--- src/rtl/seg_scan_display_pkg.sv ---
// Shared seven-segment constants and the nibble-to-segment lookup used by the
// scanning display controller.
package seg_pkg;

    localparam logic [6:0] SEG_HEX_0 = 7'h3F;
    localparam logic [6:0] SEG_HEX_1 = 7'h06;
    localparam logic [6:0] SEG_HEX_2 = 7'h5B;
    localparam logic [6:0] SEG_HEX_3 = 7'h4F;
    localparam logic [6:0] SEG_HEX_4 = 7'h66;
    localparam logic [6:0] SEG_HEX_5 = 7'h6D;
    localparam logic [6:0] SEG_HEX_6 = 7'h7D;
    localparam logic [6:0] SEG_HEX_7 = 7'h07;
    localparam logic [6:0] SEG_HEX_8 = 7'h7F;
    localparam logic [6:0] SEG_HEX_9 = 7'h6F;
    localparam logic [6:0] SEG_HEX_A = 7'h77;
    localparam logic [6:0] SEG_HEX_B = 7'h7C;
    localparam logic [6:0] SEG_HEX_C = 7'h58;
    localparam logic [6:0] SEG_HEX_D = 7'h5E;
    localparam logic [6:0] SEG_HEX_E = 7'h40;  // E is rendered as a dash
    localparam logic [6:0] SEG_HEX_F = 7'h71;

    localparam logic [7:0] SEG_BLANK = 8'h00;

    function automatic logic [6:0] seg_hex(input logic [3:0] nibble);
        case (nibble)
            4'h0: seg_hex = SEG_HEX_0;
            4'h1: seg_hex = SEG_HEX_1;
            4'h2: seg_hex = SEG_HEX_2;
            4'h3: seg_hex = SEG_HEX_3;
            4'h4: seg_hex = SEG_HEX_4;
            4'h5: seg_hex = SEG_HEX_5;
            4'h6: seg_hex = SEG_HEX_6;
            4'h7: seg_hex = SEG_HEX_7;
            4'h8: seg_hex = SEG_HEX_8;
            4'h9: seg_hex = SEG_HEX_9;
            4'hA: seg_hex = SEG_HEX_A;
            4'hB: seg_hex = SEG_HEX_B;
            4'hC: seg_hex = SEG_HEX_C;
            4'hD: seg_hex = SEG_HEX_D;
            4'hE: seg_hex = SEG_HEX_E;
            default: seg_hex = SEG_HEX_F;
        endcase
    endfunction

endpackage

--- src/rtl/seg_scan_display_decoder.sv ---
// Combinational single-digit decoder: hex nibble plus decimal point to an
// active-high 8-bit segment pattern (bit 7 = dp).
module seg_hex_decoder
    import seg_pkg::*;
(
    input  logic [3:0] nibble_i,
    input  logic       dp_i,
    output logic [7:0] seg_o
);

    assign seg_o = {dp_i, seg_hex(nibble_i)};

endmodule

--- src/rtl/seg_scan_display.sv ---
// Multiplexed seven-segment scanner with staging/shadow frame buffering,
// per-digit blanking, decimal points and leading-zero suppression.
module seg_scan_display
    import seg_pkg::*;
#(
    parameter int NUM_DIGITS    = 8,
    parameter int SCAN_DIV      = 50000,
    parameter bit AN_ACTIVE_LOW = 1'b1
) (
    input  logic                    clk_i,
    input  logic                    rst_n_i,
    input  logic                    en_i,
    input  logic [4*NUM_DIGITS-1:0] data_i,
    input  logic [NUM_DIGITS-1:0]   dp_i,
    input  logic [NUM_DIGITS-1:0]   blank_i,
    input  logic                    lz_i,
    input  logic                    load_i,
    output logic [7:0]              seg_o,
    output logic [NUM_DIGITS-1:0]   an_o,
    output logic                    frame_o
);

    localparam int IDX_W = $clog2(NUM_DIGITS);
    localparam int CNT_W = $clog2(SCAN_DIV);
    localparam logic [IDX_W-1:0]      IDX_LAST = IDX_W'(NUM_DIGITS - 1);
    localparam logic [CNT_W-1:0]      CNT_LAST = CNT_W'(SCAN_DIV - 1);
    localparam logic [NUM_DIGITS-1:0] AN_OFF   = {NUM_DIGITS{AN_ACTIVE_LOW}};

    logic [CNT_W-1:0]        cnt_q, cnt_d;
    logic [IDX_W-1:0]        idx_q, idx_d;
    logic [4*NUM_DIGITS-1:0] stg_data_q, stg_data_d, shd_data_q, shd_data_d;
    logic [NUM_DIGITS-1:0]   stg_dp_q, stg_dp_d, shd_dp_q, shd_dp_d;
    logic [NUM_DIGITS-1:0]   stg_blank_q, stg_blank_d, shd_blank_q, shd_blank_d;
    logic [7:0]              seg_q, seg_d;
    logic [NUM_DIGITS-1:0]   an_q, an_d;
    logic                    frame_q, frame_d;

    logic                    tick, wrap;
    logic [3:0]              shd_nib [NUM_DIGITS];
    logic [NUM_DIGITS-1:0]   lz_sup;
    logic [3:0]              cur_nib;
    logic [7:0]              dec_seg;

    // Scan timing and frame buffering
    always_comb begin
        tick        = en_i && (cnt_q == CNT_LAST);
        wrap        = tick && (idx_q == IDX_LAST);
        cnt_d       = tick ? '0 : cnt_q + 1'b1;
        idx_d       = idx_q;
        if (tick) begin
            idx_d = wrap ? '0 : idx_q + 1'b1;
        end
        if (!en_i) begin
            cnt_d = '0;
            idx_d = '0;
        end
        stg_data_d  = load_i ? data_i  : stg_data_q;
        stg_dp_d    = load_i ? dp_i    : stg_dp_q;
        stg_blank_d = load_i ? blank_i : stg_blank_q;
        // The shadow takes the pre-load staging value, so a load on the wrap
        // edge waits a full frame.
        shd_data_d  = wrap ? stg_data_q  : shd_data_q;
        shd_dp_d    = wrap ? stg_dp_q    : shd_dp_q;
        shd_blank_d = wrap ? stg_blank_q : shd_blank_q;
    end

    // Leading-zero mask: prefix-OR of nonzero nibbles from the MSB downward
    always_comb begin
        logic nz;
        nz = 1'b0;
        for (int k = NUM_DIGITS - 1; k >= 0; k--) begin
            shd_nib[k] = shd_data_q[4*k +: 4];
            nz         = nz | (|shd_data_q[4*k +: 4]);
            lz_sup[k]  = lz_i && !nz && (k != 0);
        end
    end

    assign cur_nib = shd_nib[idx_q];

    seg_hex_decoder u_dec (
        .nibble_i (cur_nib),
        .dp_i     (shd_dp_q[idx_q]),
        .seg_o    (dec_seg)
    );

    // Output stage: one cycle behind idx/shadow
    always_comb begin
        seg_d   = dec_seg;
        an_d    = (NUM_DIGITS'(1) << idx_q) ^ AN_OFF;
        frame_d = en_i && (idx_q == '0) && (cnt_q == '0);
        if (shd_blank_q[idx_q]) begin
            seg_d = SEG_BLANK;
        end else if (lz_sup[idx_q]) begin
            seg_d = {shd_dp_q[idx_q], 7'h00};
        end
        if (!en_i) begin
            seg_d = SEG_BLANK;
            an_d  = AN_OFF;
        end
    end

    always_ff @(posedge clk_i) begin
        if (!rst_n_i) begin
            cnt_q       <= '0;
            idx_q       <= '0;
            stg_data_q  <= '0;
            stg_dp_q    <= '0;
            stg_blank_q <= '0;
            shd_data_q  <= '0;
            shd_dp_q    <= '0;
            shd_blank_q <= '0;
            seg_q       <= SEG_BLANK;
            an_q        <= AN_OFF;
            frame_q     <= 1'b0;
        end else begin
            cnt_q       <= cnt_d;
            idx_q       <= idx_d;
            stg_data_q  <= stg_data_d;
            stg_dp_q    <= stg_dp_d;
            stg_blank_q <= stg_blank_d;
            shd_data_q  <= shd_data_d;
            shd_dp_q    <= shd_dp_d;
            shd_blank_q <= shd_blank_d;
            seg_q       <= seg_d;
            an_q        <= an_d;
            frame_q     <= frame_d;
        end
    end

    assign seg_o   = seg_q;
    assign an_o    = an_q;
    assign frame_o = frame_q;

endmodule

--- config.mk ---
export PLATFORM = sky130hd
export DESIGN_NAME = seg_scan_display
export DESIGN_NICKNAME = d
export VERILOG_FILES = /design/src/rtl/seg_scan_display_pkg.sv /design/src/rtl/seg_scan_display_decoder.sv /design/src/rtl/seg_scan_display.sv
export SDC_FILE = /design/constraint.sdc
export NUM_CORES = 1
export LEC_CHECK = 0
export BUFFER_PORTS_ARGS = -buffer_cell sky130_fd_sc_hd__buf_2
export CAP_MARGIN = 10
export CORE_UTILIZATION = 50
export CTS_CLUSTER_DIAMETER = 100
export DETAILED_ROUTE_END_ITERATION = 16
export HOLD_SLACK_MARGIN = 0.1
export PLACE_DENSITY = 0.73
export SYNTH_ARGS = -nofsm -noshare
export SYNTH_HDL_FRONTEND = slang
export SYNTH_SLANG_ARGS = --single-unit
--- constraint.sdc ---
create_clock -name clk_i -period 2.37 [get_ports clk_i]
set_input_delay 0.711 -clock clk_i [delete_from_list [all_inputs] [get_ports clk_i]]
set_output_delay 0.711 -clock clk_i [all_outputs]
set_load 0.05 [all_outputs]
; Word-level counts from Yosys, hierarchy flattened
; Memory sizes are Yosys's and may differ from the RTL's. A register that Yosys moved wholly into a read port is not among the register bits.
; Index checks and enable logic that the tools add are counted.
; Widths: inputs -> output; s select.
[classes]
eq_ne = 2
bitwise_logic = 10
mux = 10
order_cmp = 2
reduce_logical = 31
shifts = 1
n_addsub = 2
[op_table]
columns = cell, count
row1 = $reduce_or 4->1, 8
row2 = $add 16x1->16 const B, 1
row3 = $eq 16x16->1 const B, 1
row4 = $logic_not 16->1, 1
row5 = $bmux 4 s3, 1
row6 = $logic_and 1x1->1, 11
row7 = $bmux 1 s3, 3
row8 = $mux 4, 2
row9 = $not 8->8, 1
row10 = $shl 1x3->8 const A, 1
row11 = $logic_not 1->1, 7
row12 = $or 1x1->1, 6
row13 = $reduce_or 3->1, 2
row14 = $ge 4x4->1 const B, 1
row15 = $lt 3x4->1 const B, 1
row16 = $not 3->4, 1
row17 = $add 3x1->3 const B, 1
row18 = $eq 3x3->1 const B, 1
row19 = $logic_not 3->1, 1
row20 = $mux 1, 3
row21 = $mux 3, 1
row22 = $not 1->1, 2
row23 = $reduce_and 2->1, 1
[totals]
n_memories = 1
in_bits = 53
out_inout_bits = 17
word_cells = 70
romBits = 112
register_bits = 125
[mem_list]
columns = memory, depth, width, rd, rd_clocked_by_memory_dff, write_ports, line_no
row1 = (no name shown), 16, 7, 1, 1, 0, seg_scan_display_pkg.sv:25  ; case (nibble)

; Depth between registers and ports, before layout
; Gate-level depths: netlist of run 1.
[logic_depth]
word_depth = 12
ltp_mapped = 10
ltp_nobuf = 8

; By module
; A second synthesis of run 1 with hierarchy kept.
[hier_totals]
cells_unflattened = 607
area_unflattened_um2 = 5784.3
[modules_own_cells]
columns = module, n_inst, area_per_inst_um2, cells_each, seq_area_each_um2
row1 = seg_scan_display, 1, 5509.0, 569, 2642.5
row2 = seg_hex_decoder, 1, 275.3, 38, 0.0

; Least setup slack after synthesis of run 1
; Ideal clock, no wire load.
[synth_path]
path_kind = register to register
start = reg idx_q[0]
end = reg seg_q[0], in the netlist seg_o[0]
setup_slack_ns = -0.172
path_stages_with_launch = 9
t_arrival_ns = 2.463
t_required_ns = 2.291
n_path_buf = 2
setup_ns = 0.079
period_less_slack_ns = 2.542
path_cell_list = dfxtp_1 buf_6 buf_2 mux4_2 mux2i_1 inv_1 ha_1 mux2_2 a211oi_2
[synth_between]
elab_chain_len = 4
word_cells_on_any_way = 9
classes_between = mux: 7 / bitwise: 1 / reduce/logical: 1
[synth_rtl]
columns = element, line_no
row1 = start: declaration, seg_scan_display.sv:30  ; logic [IDX_W-1:0] idx_q, idx_d;
row2 = start signal: assignment, seg_scan_display.sv:117  ; idx_q <= idx_d;
row3 = $not 3->4 (not written as such), seg_scan_display.sv:78  ; assign cur_nib = shd_nib[idx_q];
row4 = $bmux 4 s3, seg_scan_display.sv:78
row5 = $mux 4 (not written as such) (2 in series), seg_scan_display.sv:78
row6 = end signal: assignment, seg_scan_display.sv:124  ; seg_q <= seg_d;
row7 = end: declaration, seg_scan_display.sv:34  ; logic [7:0] seg_q, seg_d;
; Several ways; a longest one is shown, not always the timed one. The select of a mux whose other input is x is not followed.
; A chain may end at the register's enable or synchronous reset.

; Worst setup path after layout of run 1
[layout_path]
start = reg idx_q[0]
end = reg seg_q[3], in the netlist seg_o[3]
; The elaborated chain is that of the path after synthesis.

==> results list, run 1 <==
* Capture point of the worst reg-to-reg path: seg_o[3]$_SDFF_PP0_
* Timing startpoint of the critical path: idx_q[0]$_SDFFE_PN0P_
- Setup slack on the worst reg-to-reg path comes out at 0.09 ns.
- Post-Synthesis Cell Area: 5690 sq um
* Total routed wirelength: 11700 microns
* Register-to-Register Path Depth: 7
- The final max-slew violation count was 0.
- Data on the critical path is required at its endpoint by 2.70 ns.
- Final net count: 725
- Post-cts hold buffer count: 0
- The first TritonRoute pass finished after 4 iterations.
- Number of antenna-violating nets in the routed design: 0
* Count of input and output buffers: 69
- For this run the aggregate overflow at the end of global routing stands at 0.
* Vias per std cell: 5.19
- Min-delay worst type: reg2reg
* Number of diodes added for antenna fixing: 0
- Slew headroom: 51.6%
* Floorplan Core Area: 11000 sq um
* Vertical extent of the die: 109 microns
- The root buffer cell chosen for the clock tree is clkbuf_16.
- Filler cell count: 906
* Leading cell type in the layout, fill and taps excluded: dfxtp_1
* DRC Markers: 0
* Flip-flop and latch count after synthesis: 132
- Yosys attributes the largest share of cell area to dfxtp_1 (46%), mux2i_1 (9.7%), nand2_1 (7.6%), a21boi_0 (6.3%), nor2b_1 (5.4%).
* Post-Route Setup TNS: 0 ns
- Number of nets in the synthesized netlist: 653
* Wire length per cell after detailed routing: 14.5 microns
- Synthesis handed over a netlist of 584 instances.
* Share of flip-flops with an asynchronous set or reset: 0%
- Number of failing hold endpoints at the final stage: 0
- Share of post-route cells with drive strength above 1: 20.5%
- Die area: 11800 sq um
* Slowest stage cell, crit path: mux4_2
- In this run the most critical hold path is launched from shd_blank_q[5]$_SDFFE_PN0P_.
- After clock tree synthesis, the clock-pin slew on the worst setup and hold paths is 0.06 ns.
* Slowest stage delay, CP: 0.52 ns
- Layout-stage area growth over the synthesis result: 21.2%
- In this run the worst path has a maximum fanout of 8.
* # IOs: 70
- Across the run, the number of max-cap violations was 0.
* # H-tree levels: 4
* Number of standard-cell rows in the floorplan: 38
- The first global-routing pass estimated 19300 microns of wire.
- Primary flip-flop cell chosen by synthesis mapping: dfxtp_1
- Post-CTS timing repair inserted 0 buffers for setup.
- For this run, the total global-route usage over all layers was measured as 21.4%.
* Reported leakage power: 2.81 nW
- Horizontal die dimension: 109 microns
- Setup violations remaining at the end of the flow were counted as 0.
* Pwr per Cell Area: 794 nW/um^2
- The wire-length estimate of the detail-placed layout is 8040 microns.
* Clock tree from TritonCTS: done
- Clk_skew: 0.00826 ns
- Yosys top cell area share: 46.4%
* Vias after detailed routing: 4198
- Portion of the clock cycle consumed by the worst path in the final layout: 96.1%
- Largest net degree at the start of global routing: 97
- The worst-case IR drop observed on VDD is 747 uV.
- Clock latency on the worst-skew pair, taken at its later pin, is 0.42 ns.
* Share of synthesized area occupied by flip-flops and latches: 46.4%
* RSZ-0062 raised after global routing: false
- Top library cells by usage in the layout, fill and taps aside: dfxtp_1 (131), nand2_1 (115), buf_2 (69)
* Vias in the first global route: 4148
- Based on the critical path, the design can be clocked at up to 0.439 GHz.
* Initial core utilization: 51.8%
* Ys Warns: 0
- The synthesized design spends more area on one cell type than any other, namely dfxtp_1.
- For the finished layout, the period the worst path requires is 2.28 ns.
- STA classifies the critical path endpoint as a register.
* Pin slew with the least headroom to its limit: 0.726 ns
- The tree built by TritonCTS fans out to 132 sinks.
- For this block, the initial DRC count from the detailed router was 240.
* Result of the run: finished clean
* Worst hold margin: 0.466 ns
- For the worst setup path, the data arrival time is 2.61 ns.
- Origin of the critical flop-to-flop path: idx_q[0]$_SDFFE_PN0P_
- Routability-driven placement finished with a final weighted congestion of 0.875.
* End of the critical path: seg_o[3]$_SDFF_PP0_
* Critical path class: reg2reg
* Sort of element at the start of the critical path: register
- Critical path, cell by cell: buf_4 > mux4_2 > mux2i_4 > inv_1 > ha_1 > mux2_2 > a211oi_2
- In this run, synthesis inferred 0 flip-flops with an integrated enable.
- The number of clock buffers added by TritonCTS is 17.
- The clock passes through at most 2 buffers.
* Initial antenna violation count: 0
* Avg Synthesized Cell Area: 9.75 sq um
- The netlist uses 38 different library cells.
flip-flops by register name (all words and copies together), names as in the netlist:
register / count
seg_o: 8
idx_q: 3
cnt_q: 16
shd_dp_q: 8
shd_data_q: 32
frame_o: 1
stg_blank_q: 8
stg_dp_q: 8
an_o: 8
stg_data_q: 32
shd_blank_q: 8
cell usage after synthesis (all sizes together), types with 10 or more instances:
| cell type | n |
|---|---|
| dfxtp | 132 |
| nand2 | 115 |
| mux2i | 56 |
| nor2b | 49 |
| a21boi | 48 |
| nor2 | 29 |
| clkbuf | 19 |
| buf | 17 |
| ha | 16 |
| nand3 | 15 |
| mux4 | 12 |
| a21oi | 10 |
through the flow:
| step | power, W | std cells | area (sq um) | utilization (%) | setup slack (ns) |
|---|---|---|---|---|---|
| after floorplan | 0.00252 | 584 | 5700 | - | 0.0116 |
| after detailed placement | 0.00260 | 777 | 6240 | 56.8 | 0.00314 |
| after global placement | 0.00260 | 777 | 6240 | 56.8 | 0.114 |
| after CTS | 0.00553 | 809 | 6900 | 62.8 | 0.112 |
| final | 0.00548 | 809 | 6900 | 62.8 | 0.0922 |
| after global routing | 0.00565 | 809 | 6900 | 62.8 | 0.0412 |
how the worst min path moves through the flow:
| stage | slack (ns) | cells past startpoint | endpoint |
|---|---|---|---|
| floorplan | 0.44 | 1 | cnt_q[0]$_SDFF_PP0_ |
| global placement | 0.45 | 2 | shd_dp_q[0]$_SDFFE_PN0P_ |
| detailed placement | 0.45 | 2 | shd_dp_q[7]$_SDFFE_PN0P_ |
| CTS | 0.47 | 2 | shd_blank_q[4]$_SDFFE_PN0P_ |
| global route | 0.48 | 2 | shd_blank_q[7]$_SDFFE_PN0P_ |
| finish | 0.47 | 2 | shd_blank_q[5]$_SDFFE_PN0P_ |
metal layers:
layer  share of wire [%]  track usage (%)  vias to the layer above
met1                  45             26.1                     1954
met4                 1.8             9.46                        0
met2                  48             35.2                       98
met3                 4.8             6.16                       20
li1                    -                -                     2126
met5                   0                0                        -
power by group:
| part | switching (W) | leakage (nW) | internal [W] |
|---|---|---|---|
| logic | 0.000124 | 1.41 | 0.000122 |
| clock network | 0.000961 | 0.324 | 0.00197 |
| registers | 0.0000314 | 1.08 | 0.00228 |
| total | 0.00112 | 2.81 | 0.00437 |
layout make-up:
cell class / count / area, sq um / share of cell area, %
Clock buffer: 18 / 429 / 6.22
Clock inverter: 14 / 234 / 3.39
Inverter: 9 / 33.8 / 0.490
Multi-Input combinational cell: 407 / 2850 / 41.3
Sequential cell: 132 / 2640 / 38.3
Tap cell: 140 / 175 / 2.54
Timing Repair Buffer: 89 / 533 / 7.72
critical path: cells and delay by family (launching register included):
kind | cells | cell delay, ns
buffers and inverters | 2 | 0.29
adders and majority gates | 1 | 0.25
AOI/OAI and AO/OA | 1 | 0.23
muxes | 3 | 0.97
DFF | 1 | 0.44
cells by family after synthesis:
| family | Yosys count | share of synthesized area (%) |
|---|---|---|
| flip-flops | 132 | 46.4 |
| multiplexers | 70 | 15.7 |
| XOR/XNOR | 14 | 2.15 |
| buffers and inverters | 45 | 3.69 |
| AND/OR/NAND/NOR | 241 | 19.9 |
| adder cells (fa/ha/maj) | 16 | 3.52 |
| AO/OA/AOI/OAI | 66 | 8.64 |
repair_timing:
| action | CTS | global route |
|---|---|---|
| endpoints found under the hold margin | 0 | 0 |
| gates resized for setup | 1 | 0 |
| setup endpoints to repair | 1 | 0 |
Power figures use the tool's default switching activity.
==> run 2, diff against run 1 <==
- PLACE_DENSITY: 0.73 -> 0.7
- clock period: 2.37 -> 2.3 ns (I/O delays scaled with it)
==> results list, run 2 (synthesis gave the netlist of run 1 again) <==
- The number of standard cells in the final layout excluding fillers was 810 (+0.12%).
* Internal reg-to-reg setup slack: 0.14 ns (+0.05 ns)
- The number of stages on the worst hold path came to 2 (unchanged).
- The worst setup path is launched from a register.
* Number of diodes added for antenna fixing: 0 (unchanged)
- Horizontal die dimension: 109 microns (unchanged)
- The number of nets in the final layout came to 726 (+0.14%).
- The worst path required time came to 2.64 ns (-0.06 ns).
* Slew headroom: 51.3% (-0.29 points)
* Global-route wire length before repair: 19100 microns (-1.5%)
- The slew at the pin closest to its max-slew limit was 0.731 ns (+0.00438 ns).
- Largest net degree at the start of global routing: 97 (unchanged)
- The worst supply voltage drop on vdd is 598 uV (-20%).
* Fin area: 6790 sq um (-1.6%)
- Clk buf depth: 2 (unchanged)
- The H-tree level count was 4 (unchanged).
- Iter 0 DRT Violations: 160 (-33%)
* Register-to-Register Path Depth: 7 (unchanged)
- The area growth from synthesis to layout is 19.3%.
- All-layer global routing usage: 21.2% (-0.18 points)
* Vias in the first global route: 4112 (-0.87%)
- The height of the die was 109 microns (unchanged).
* Max FO, Critical Path: 6 (-2)
- CP arrival: 2.51 ns (-0.10 ns)
- In this run the critical register-to-register path is launched from idx_q[0]$_SDFFE_PN0P_.
- Launch instance of the worst min-delay path: shd_blank_q[4]$_SDFFE_PN0P_
* RSZ-0062 raised after global routing: false
- Share of post-route cells with drive strength above 1: 20.7% (+0.27 points)
- Pwr per Cell Area: 757 nW/um^2 (-4.7%)
- Number of detailed-route iterations in the first pass: 6 (+2)
- The worst hold path terminates at shd_blank_q[4]$_SDFFE_PN0P_.
- Achievable clock frequency: 0.463 GHz (+5.4%)
- Clock sink count: 132 (unchanged)
* Count of input and output buffers: 69 (unchanged)
* Weighted congestion reported at the end of routability-driven placement: 0.926 (+5.9%)
* Number of maximum-capacitance constraint violations: 0 (unchanged)
- Sum of net half-perimeters after detailed placement: 7950 microns (-1.2%)
- Clock tree from TritonCTS: done
- Min-delay worst type: reg2reg
- The final hold slack is 0.463 ns (-0.00298 ns).
- The aggregate global routing overflow is 0 (unchanged).
- The clock input transition at the sequential cells of the worst setup and hold paths is 0.06 ns (about the same).
- The insertion delay to the later sink of the worst-skew pair came to 0.43 ns (about the same).
- In the final layout, the registers with the most flip-flops are shd_data_q: 32 flops, stg_data_q: 32 flops, cnt_q: 16 flops.
- Reported leakage power: 2.75 nW (-2.1%)
* Portion of the clock cycle consumed by the worst path in the final layout: 94.0% (-2.1 points)
* Initial antenna violation count: 0 (unchanged)
- The total die area came to 11800 sq um (unchanged).
- The total core area is 11000 sq um (unchanged).
- DRC Markers: 0 (unchanged)
- Number of placed instances, taps included: 776 (-0.13%)
- Vias after detailed routing: 4202 (+0.095%)
- # IOs: 70 (unchanged)
* Capture point of the worst reg-to-reg path: seg_o[3]$_SDFF_PP0_
* Wire length per cell after detailed routing: 14.2 microns (-1.5%)
- Post-Route Setup TNS: 0 ns (unchanged)
- The number of placement rows is 38 (unchanged).
- The top cell types in the final layout, fill and taps aside, are dfxtp_1 (131), nand2_1 (115), buf_2 (69).
* Critical path class: reg2reg
* Cell area after placement: 6220 sq um (-0.26%)
- The final antenna-violating net count is 0 (unchanged).
* Number of failing hold endpoints at the final stage: 0 (unchanged)
- Slew Limit Fails: 0 (unchanged)
* CP Capture Type: register
- Clock period minus worst slack: 2.16 ns (-0.116 ns)
- The run finished with clean final reports.
* Clk_skew: 0.00714 ns (-0.00111 ns)
* Total routed wirelength: 11500 microns (-1.4%)
* Root buffer cell: clkbuf_16
* Leading cell type in the layout, fill and taps excluded: dfxtp_1
- CTS Buf Count: 17 (unchanged)
- The initial cell density of the core was 51.8% (unchanged).
- The final setup violation count was 0 (unchanged).
- Vias per std cell: 5.19 (about the same)
-- run 2: cell types whose count changed in the layout (fill, tap and decap cells not counted), sizes merged --
cell / before / now
bufinv: 6 / 1
clkbuf: 18 / 20
clkinv: 7 / 6
inv: 9 / 12
buf: 89 / 90
clkinvlp: 1 / 2
-- run 2: area by class of cell --
class	instances	area, sq um
Tap cell	140	175
Clock inverter	12	105
Fill cell	941	4190
Inverter	9	33.8
Multi-Input combinational cell	407	2860
Clock buffer	20	447
Timing Repair Buffer	90	528
Sequential cell	132	2640
-- run 2: stage by stage --
stage | worst slack, ns | util [%] | total power [W]
after global placement | 0.122 | 56.6 | 0.00267
after floorplan | 0.00243 | - | 0.00259
after global routing | 0.0307 | 61.8 | 0.00532
after CTS | 0.0103 | 61.7 | 0.00520
after detailed placement | 0.0629 | 56.6 | 0.00268
final | 0.138 | 61.8 | 0.00514
-- run 2: where the power goes --
| group | internal (W) | total (W) | switching, W |
|---|---|---|---|
| clock | 0.00151 | 0.00251 | 0.00100 |
| sequential | 0.00235 | 0.00238 | 0.0000308 |
| combinational | 0.000125 | 0.000251 | 0.000127 |
| total | 0.00398 | 0.00514 | 0.00116 |
-- run 2: per-layer routing --
metal  GRT usage [%]  vias up  wire length, microns
li1                -     2126                     -
met1            25.0     1959                  5310
met2            35.3       92                  5470
met3            6.22       25                   516
met4            10.5        0                   235
met5               0        -                     0
-- run 2: worst max path at each step --
stage | from | endpoint | slack, ns | depth (start not counted)
final | idx_q[0]$_SDFFE_PN0P_ | seg_o[3]$_SDFF_PP0_ | 0.14 | 7
after global routing | idx_q[0]$_SDFFE_PN0P_ | seg_o[3]$_SDFF_PP0_ | 0.03 | 7
after CTS | idx_q[0]$_SDFFE_PN0P_ | seg_o[2]$_SDFF_PP0_ | 0.01 | 6
after detailed placement | idx_q[0]$_SDFFE_PN0P_ | seg_o[3]$_SDFF_PP0_ | 0.06 | 7
after global placement | idx_q[0]$_SDFFE_PN0P_ | seg_o[2]$_SDFF_PP0_ | 0.12 | 6
after floorplan | idx_q[0]$_SDFFE_PN0P_ | seg_o[0]$_SDFF_PP0_ | 0.002 | 8
-- run 2: critical path, stage by stage, from the launching register on --
cell	delay, ns
dfxtp_2	0.39
buf_4	0.16
mux4_2	0.52
mux2i_4	0.17
inv_1	0.11
ha_1	0.24
mux2_2	0.28
a211oi_2	0.21
-- run 2: what timing repair did --
item                       in CTS  in global routing
gates resized for setup         0                  2
hold buffers                    0                  0
setup endpoints to repair       0                  7
setup buffers                   0                  2
==> run 3, diff against run 2 <==
- CORE_ASPECT_RATIO: not set -> 1.25
==> results list, run 3 (synthesis gave the netlist of run 1 again) <==
* Result of the run: finished clean
- Clk_skew: 0.00641 ns (-0.000733 ns)
* Number of detailed-route iterations in the first pass: 4 (-2)
* Pin slew with the least headroom to its limit: 0.740 ns (+0.00892 ns)
- The largest fanout of any net on the critical path came to 8 (+2).
* Leading cell type in the layout, fill and taps excluded: dfxtp_1
- The final max-slew violation count is 0 (unchanged).
- The number of cells on the worst reg-to-reg path came to 6 (-1).
- The H-tree level count was 4 (unchanged).
- Initial core utilization: 51.4% (-0.47 points)
* Clock edge transition at the registers on the reported setup and hold paths: 0.06 ns (about the same)
* Largest delay share family, worst path: multiplexers
* Clock Latency Late Sink: 0.41 ns (-0.02 ns)
- Overflow left after global routing: 0 (unchanged)
- The final routed wire length divided by cell count is 14.3 microns (+0.47%).
- Internal reg-to-reg setup slack: 0.13 ns (about the same)
- Initial antenna violation count: 0 (unchanged)
- Floorplan Core Area: 11100 sq um (+0.91%)
- The maximum clock rate is 0.460 GHz (-0.47%).
- Setup repair after global routing left no endpoint under its margin.
- Vias per std cell: 5.27 (+1.5%)
* Slew headroom: 50.7% (-0.59 points)
- The routed via count came to 4230 (+0.67%).
* CP Capture Type: register
- # IOs: 70 (unchanged)
- Launch instance of the worst min-delay path: shd_dp_q[7]$_SDFFE_PN0P_
* Placement-stage worst setup slack: -0.0455 ns (-0.108 ns)
* Sort of element at the start of the critical path: register
- Power, Total: 0.00538 W (+4.6%)
* Number of maximum-capacitance constraint violations: 0 (unchanged)
- The number of stages on the worst hold path is 2 (unchanged).
- Portion of the clock cycle consumed by the worst path in the final layout: 94.4% (+0.45 points)
- The arrival time of data at the critical path endpoint came to 2.50 ns (about the same).
* Clock tree from TritonCTS: done
- The final setup violation count is 0 (unchanged).
* Pwr per Cell Area: 785 nW/um^2 (+3.6%)
- Hold worst-path end: shd_dp_q[7]$_SDFFE_PN0P_
- In the final layout, the registers with the most flip-flops are shd_data_q: 32 flops, stg_data_q: 32 flops, cnt_q: 16 flops.
- Compared with the post-synthesis result, the final layout area differs by 20.5%.
* Worst hold margin: 0.462 ns (-0.00103 ns)
- The wire length reported by the detailed router is 11500 microns (-0.40%).
- Sum of net half-perimeters after detailed placement: 7790 microns (-2.0%)
- The height of the die is 121 microns (+12%).
* Timing startpoint of the critical path: idx_q[0]$_SDFFE_PN0P_
- The tightest min-delay check is of the reg2reg type.
- Vias in the first global route: 4147 (+0.85%)
* Min setup slack post-route: 0.128 ns (-0.0103 ns)
- The worst-case clock buffer depth was 2 (unchanged).
- The DRC violations left was 0 (unchanged).
- The worst path required time is 2.62 ns (-0.02 ns).
- The total die area came to 11800 sq um (about the same).
- Root buffer cell: clkbuf_16
* Clock sink count: 132 (unchanged)
- Slowest stage cell, crit path: mux4_1
- CTS Buf Count: 17 (unchanged)
- Clock period minus worst slack: 2.17 ns (+0.0103 ns)
- The weighted congestion at the end of routability-driven global placement was 0.865 (-6.6%).
- All-layer global routing usage: 21.0% (-0.23 points)
* Slowest stage delay, CP: 0.58 ns (+0.06 ns)
- Horizontal die dimension: 97.4 microns (-10%)
* Count of input and output buffers: 69 (unchanged)
* Largest net degree at the start of global routing: 97 (unchanged)
- The worst setup path is of the reg2reg kind.
- Iter 0 DRT Violations: 176 (+10%)
- The final antenna diode count is 0 (unchanged).
- The worst register-to-register path begins at idx_q[0]$_SDFFE_PN0P_.
- The worst register-to-register path ends at seg_o[3]$_SDFF_PP0_.
- The share of post-route cells with drive strength above 1 was 21.0% (+0.21 points).
- The global-route wire length before repair is 19600 microns (+3.1%).
- The number of nets in the final layout was 725 (-0.14%).
- IR Drop Worst-Case VDD: 472 uV (-21%)
- The hold violation total from the final report is 0 (unchanged).
- The critical path goes through mux4_1 > mux2i_2 > inv_1 > ha_1 > mux2_2 > a211oi_2.
* WP buf/inv: 1 (-1)
- The leakage power summed over all cells came to 2.78 nW (+1.2%).
- Top library cells by usage in the layout, fill and taps aside: dfxtp_1 (130), nand2_1 (115), buf_2 (69)
- The number of placement rows is 43 (+13%).
* Number of antenna-violating nets in the routed design: 0 (unchanged)
* Post-cts hold buffer count: 0 (unchanged)
## run 3: cell count changes in the layout (fill, tap and decap cells not counted)
cell	change
clkinvlp_4	-1
clkbuf_8	+3
ha_2	+1
dfxtp_1	-1
bufinv_16	+2
clkinv_2	-1
clkbuf_1	-1
ha_1	-1
buf_4	-2
inv_6	-3
dfxtp_4	+1
buf_12	+1
## run 3: stage by stage
| step | cells | setup TNS [ns] | area (sq um) | util [%] |
|---|---|---|---|---|
| 3_5_place_dp | 770 | -0.106 | 6210 | 56.0 |
| 4_1_cts | 803 | 0 | 6850 | 61.8 |
| 6_report | 803 | 0 | 6860 | 61.9 |
| 2_1_floorplan | 584 | 0 | 5710 | - |
| 3_3_place_gp | 770 | 0 | 6210 | 56.0 |
| 5_1_grt | 803 | 0 | 6860 | 61.9 |
## run 3: how the worst max path moves through the flow
stage,to,depth (start not counted)
floorplan,seg_o[0]$_SDFF_PP0_,8
detailed placement,seg_o[3]$_SDFF_PP0_,5
CTS,seg_o[3]$_SDFF_PP0_,7
global placement,seg_o[0]$_SDFF_PP0_,5
finish,seg_o[3]$_SDFF_PP0_,6
global route,seg_o[3]$_SDFF_PP0_,6
## run 3: where the power goes
part	switching (W)	total, W	internal (W)
registers	0.0000321	0.00238	0.00235
clock network	0.000944	0.00275	0.00181
logic	0.000126	0.000251	0.000125
## run 3: worst reg2reg max path: cells and delay by family, from the launching register on
family	cells	cell delay [ns]
muxes	3	1.06
DFF	1	0.40
adders and majority gates	1	0.27
AOI/OAI and AO/OA	1	0.22
buffers and inverters	1	0.14
## run 3: per-layer routing
layer,track usage (%),vias to the layer above,routed length (microns)
met5,0,-,0
met4,9.83,0,242
met3,5.24,22,399
met2,35.5,88,5670
met1,25.1,1989,5170
li1,-,2131,-
## run 3: final cells by class
| type | count | area [sq um] |
|---|---|---|
| flip-flops and latches | 132 | 2650 |
| clock buffers | 22 | 484 |
| fillers | 928 | 4230 |
| clock inverters | 9 | 126 |
| inverters | 9 | 33.8 |
| well taps | 135 | 169 |
| multi-input cells | 407 | 2860 |
| repair buffers | 89 | 533 |
## run 3: what timing repair did
| action | in CTS | in global routing |
|---|---|---|
| gates resized for setup | 1 | 4 |
| gates cloned | 0 | 0 |
| pin swaps | 0 | 0 |
| setup endpoints to repair | 6 | 7 |
| hold endpoints to repair | 0 | 0 |
| buffers inserted | 2 | 0 |
